`src/rtl/sr_latch_bank_if.sv`:
```
// Bundle of the sample controls (en/s/r) and registered status outputs of sr_latch_bank.
// set_cnt width tracks WIDTH so it can hold 0..WIDTH without wrap.
interface sr_latch_bank_if #(
   parameter int WIDTH = 8
);
   localparam int CW = $clog2(WIDTH + 1);

   logic             en;
   logic [WIDTH-1:0] s;
   logic [WIDTH-1:0] r;
   logic [WIDTH-1:0] q;
   logic [WIDTH-1:0] qn;
   logic [WIDTH-1:0] rise;
   logic             any_set;
   logic [CW-1:0]    set_cnt;

   modport master (
      output en, s, r,
      input  q, qn, rise, any_set, set_cnt
   );

   modport slave (
      input  en, s, r,
      output q, qn, rise, any_set, set_cnt
   );
endinterface

```
`src/rtl/sr_latch_bank.sv`:
```
// Clocked bank of WIDTH independent set/reset cells with a selectable s=r=1 resolution,
// registered rising-edge pulses and a population count that always matches q.
module sr_latch_bank #(
   parameter int WIDTH = 8,
   parameter int MODE  = 0
) (
   input logic              clk,
   input logic              clr,
   sr_latch_bank_if.slave   bus
);
   localparam int CW = $clog2(WIDTH + 1);
   // Out-of-range MODE values fall back to the legacy force-low behaviour.
   localparam int MODE_EFF = (MODE >= 0 && MODE <= 3) ? MODE : 0;

   logic [WIDTH-1:0] q_reg;
   logic [WIDTH-1:0] qn_reg;
   logic [WIDTH-1:0] rise_reg;
   logic             any_reg;
   logic [CW-1:0]    cnt_reg;

   logic [WIDTH-1:0] q_next;
   logic [WIDTH-1:0] qn_next;

   function automatic logic [CW-1:0] popcount(input logic [WIDTH-1:0] v);
      logic [CW-1:0] c;
      c = '0;
      for (int i = 0; i < WIDTH; i++) begin
         c = c + CW'(v[i]);
      end
      return c;
   endfunction

   always_comb begin
      q_next  = q_reg;
      qn_next = qn_reg;
      for (int i = 0; i < WIDTH; i++) begin
         case ({bus.s[i], bus.r[i]})
            2'b10: begin
               q_next[i]  = 1'b1;
               qn_next[i] = 1'b0;
            end
            2'b01: begin
               q_next[i]  = 1'b0;
               qn_next[i] = 1'b1;
            end
            2'b11: begin
               case (MODE_EFF)
                  1: begin
                     q_next[i]  = 1'b1;
                     qn_next[i] = 1'b0;
                  end
                  2: begin
                     q_next[i]  = 1'b0;
                     qn_next[i] = 1'b1;
                  end
                  // Toggle keys off q only, so the 0/0 state toggles to 1/0.
                  3: begin
                     q_next[i]  = ~q_reg[i];
                     qn_next[i] = q_reg[i];
                  end
                  default: begin
                     q_next[i]  = 1'b0;
                     qn_next[i] = 1'b0;
                  end
               endcase
            end
            default: begin
               q_next[i]  = q_reg[i];
               qn_next[i] = qn_reg[i];
            end
         endcase
      end
   end

   always_ff @(posedge clk) begin
      if (clr) begin
         q_reg    <= '0;
         qn_reg   <= '0;
         rise_reg <= '0;
         any_reg  <= 1'b0;
         cnt_reg  <= '0;
      end else if (bus.en) begin
         q_reg    <= q_next;
         qn_reg   <= qn_next;
         rise_reg <= ~q_reg & q_next;
         any_reg  <= |q_next;
         cnt_reg  <= popcount(q_next);
      end else begin
         rise_reg <= '0;
      end
   end

   assign bus.q       = q_reg;
   assign bus.qn      = qn_reg;
   assign bus.rise    = rise_reg;
   assign bus.any_set = any_reg;
   assign bus.set_cnt = cnt_reg;
endmodule
```
`src/flat_wrapper.sv`:
```
// flat-port wrapper written by rule: the top's interface ports become plain ports
module sr_latch_bank_flat 
#(
   parameter int WIDTH = 8,
   parameter int MODE  = 0
)
  (clk, clr, bus_en, bus_s, bus_r, bus_q, bus_qn, bus_rise, bus_any_set, bus_set_cnt);
  sr_latch_bank_if #(.WIDTH(WIDTH)) bus_i ();
  input logic clk;
  input logic clr;
  input wire logic [$bits(bus_i.en)-1:0] bus_en;
  input wire logic [$bits(bus_i.s)-1:0] bus_s;
  input wire logic [$bits(bus_i.r)-1:0] bus_r;
  output wire logic [$bits(bus_i.q)-1:0] bus_q;
  output wire logic [$bits(bus_i.qn)-1:0] bus_qn;
  output wire logic [$bits(bus_i.rise)-1:0] bus_rise;
  output wire logic [$bits(bus_i.any_set)-1:0] bus_any_set;
  output wire logic [$bits(bus_i.set_cnt)-1:0] bus_set_cnt;
  assign bus_i.en = bus_en;
  assign bus_i.s = bus_s;
  assign bus_i.r = bus_r;
  assign bus_q = bus_i.q;
  assign bus_qn = bus_i.qn;
  assign bus_rise = bus_i.rise;
  assign bus_any_set = bus_i.any_set;
  assign bus_set_cnt = bus_i.set_cnt;
  sr_latch_bank #(.WIDTH(WIDTH), .MODE(MODE)) u_core (.clk(clk), .clr(clr), .bus(bus_i));
endmodule
```
`config.mk`:
```
export PLATFORM = sky130hd
export DESIGN_NAME = sr_latch_bank_flat
export DESIGN_NICKNAME = d
export VERILOG_FILES = /design/src/rtl/sr_latch_bank_if.sv /design/src/rtl/sr_latch_bank.sv /design/src/flat_wrapper.sv
export SDC_FILE = /design/constraint.sdc
export NUM_CORES = 1
export LEC_CHECK = 0
export ABC_AREA = 1
export CORE_MARGIN = 1
export CORE_UTILIZATION = 48
export CTS_BUF_LIST = sky130_fd_sc_hd__clkbuf_8
export DETAILED_ROUTE_END_ITERATION = 6
export HOLD_SLACK_MARGIN = 0.02
export PLACE_DENSITY = 0.87
export RECOVER_POWER = 25
export SYNTH_ARGS = -nofsm -noshare
export SYNTH_HDL_FRONTEND = slang
export SYNTH_SLANG_ARGS = --single-unit
```
`constraint.sdc`:
```
create_clock -name clk -period 5.41 [get_ports clk]
set_input_delay 1.082 -clock clk [delete_from_list [all_inputs] [get_ports clk]]
set_output_delay 1.082 -clock clk [all_outputs]
set_load 0.02 [all_outputs]
```
==> key figures <==
Synth
  – Seq/Total Area, Yosys: 0.471
  – Mapped Area: 1230 sq um
  – Synth Instances: 136
  – Most frequent cell after synthesis: dfxtp_1
  – Post-synth EDFFs: 0
  – Post-synth top cells: dfxtp_1 (29), a21oi_1 (18), inv_1 (16)
  – Synth Net Count: 163
  – Synth Warn #: 0
  – Post-synth top area share: 0.471
  – Dominant cell type by area after synthesis: dfxtp_1
  – Ys async rst share: 0
  – Syn avg cell area: 9.06 sq um
  – Synth Register Bits: 29
  – Synth unique cells: 25
  – Most used DFF post-synth: dfxtp_1
  – Synth area leaders: dfxtp_1 (47%), a21oi_1 (7.3%), fa_1 (6.5%), inv_1 (4.9%), a211oi_1 (4.3%)

STA
  – Fin Setup TNS: 0 ps
  – Final Skew: 5.36 ps
  – Fmax: 0.253 GHz
  – Final Cycle Share: 0.730
  – Rel. slew slack: -0.00819
  – Crit path time final: 3950 ps
  – Slew Viols, Final: 39
  – Final hold viol count: 0
  – Setup Viol. Count Final: 0
  – Worst hold margin: 462 ps
  – RSZ-0062 raised after global routing: no
  – Slew @ Worst Pin: 1510 ps

CTS
  – Number of CTS-inserted buffers: 5
  – Hold bufs inserted after CTS: 0
  – Post_cts resized: 0
  – TritonCTS clock tree: yes
  – Post-CTS setup buffer count: 0
  – H-tree Lvls: 2
  – Clock root buffer: clkbuf_8
  – Clock tree sinks: 29
  – Clk slew on worst S/H paths: 60 ps
  – CTS Buffer Depth: 2
  – Clk_lat worst skew: 290 ps

Drt
  – Antenna Nets Post-Route: 0
  – Drt first-iter violations: 29
  – DRT Wirelength: 2930 um
  – Top sig layer: met4
  – Total number of vias: 1125
  – Wirelength per Cell: 13.6 um
  – Metal3 WL: 163 um
  – DRC viols: 0
  – Met1 Routed Length: 1200 um
  – Met2 wire length: 1500 um
  – Drt first pass iters: 4
  – Via-per-instance ratio: 5.23

Placement
  – Port bufs: 47
  – Placement Cell Area: 1700 sq um
  – DP Wirelength: 2060 um
  – Gpl congestion: 0.790

Setup path
  – Worst EP arrival: 4160 ps
  – Critical path class: in -> reg
  – Crit start category: input port
  – Critical path buffer and inverter count: 5
  – Largest delay share family, worst path: adder cells
  – Crit path largest cell delay: 520 ps
  – R2r setup slk: 2380 ps
  – CP Capture Type: flip-flop
  – Data required, critical path: 5620 ps
  – CP max-delay cell: fa_1
  – Crit path max fanout: 2
  – Critical path cell sequence: clkdlybuf4s50_1, inv_1, a21oi_1, ha_1, inv_1, fa_1, fa_1, inv_1, fa_1, inv_1, fa_1, a21oi_1

Run
  – Max Cap Viol: 1

Die
  – Row count: 17
  – Die Y: 52.7 um
  – Initial Util: 0.532
  – Die Width: 52.7 um
  – Die Area: 2770 sq um
  – Core Footprint: 2320 sq um
  – Num ports: 48

Power
  – Maximum vdd drop: 0.000371 V
  – Leakage: 0.742 nW
  – Pwr/cell area: 336 nW/um^2

Min path
  – Hold crit path type: reg -> reg

Layout
  – Filler cells: 172
  – Share of cells above drive strength 1: 0.0749
  – Design area: 1830 sq um
  – Ant diodes: 0
  – P&R area growth vs syn: 48.1%
  – Layout net count: 213

Global route
  – GRT Total Usage: 0.254
  – Overflow after GRT: 0
  – Vias in the first global route: 1132
  – Antenna violations before repair: 0
  – Largest net degree at the start of global routing: 39
  – First-pass GRT wire length: 4910 um

Status
  – Violated checks: capacitance limit, slew limit
  – Outcome: finished with violations
==> final timing paths <==
kind / from / endpoint / cells past startpoint
setup / recovery: bus_s[1] / u_core.bus.set_cnt[1] / 12
hold / removal: u_core.bus.q[1] / u_core.bus.rise[1] / 1
setup reg to reg: u_core.bus.q[1] / u_core.bus.set_cnt[1] / 11
hold reg to reg: u_core.bus.q[1] / u_core.bus.rise[1] / 1
==> cells in the final DEF (no fill, tap or decap), types with 3 or more instances in the layout <==
| cell | n |
|---|---|
| nor3_1 | 6 |
| ha_1 | 4 |
| nand3_1 | 3 |
| a211oi_1 | 7 |
| dfxtp_1 | 29 |
| nand2_1 | 12 |
| clkdlybuf4s50_1 | 46 |
| nor2_1 | 12 |
| inv_1 | 16 |
| fa_1 | 4 |
| o21ai_0 | 5 |
| a21oi_1 | 18 |
| clkbuf_8 | 5 |
==> cell families after synthesis <==
kind of cell    synth area share
fa+ha+maj                  0.106
xor+xnor                 0.00711
buf+inv                   0.0873
compound gates             0.191
flops                      0.471
simple gates               0.138
==> area by class of cell <==
class,count,area (sq um),area share
clock buffers,5,68.8,0.0377
clock inverters,3,65.1,0.0356
inverters,17,63.8,0.0350
multi-input cells,85,538,0.295
flip-flops and latches,29,581,0.318
well taps,28,35.0,0.0192
repair buffers,48,474,0.260
==> stage by stage <==
step	instances	total power [mW]	setup WS, ps	util
finish	215	0.613	1460	0.787
detailed placement	207	0.352	1170	0.734
floorplan	136	0.303	1820	-
global placement	207	0.348	1260	0.734
global route	215	0.641	1330	0.787
CTS	215	0.620	1470	0.792
==> power by group <==
| group | total (mW) | internal, mW | switching, mW |
|---|---|---|---|
| clock | 0.266 | 0.183 | 0.0833 |
| sequential | 0.234 | 0.226 | 0.00750 |
| combinational | 0.114 | 0.0533 | 0.0602 |
==> metal layers <==
metal,GRT usage,vias up
li1,-,559
met1,0.263,523
met2,0.437,34
met3,0.0870,9
met4,0.154,0
met5,0,-
Note: power is estimated with default switching activity, not from simulation.
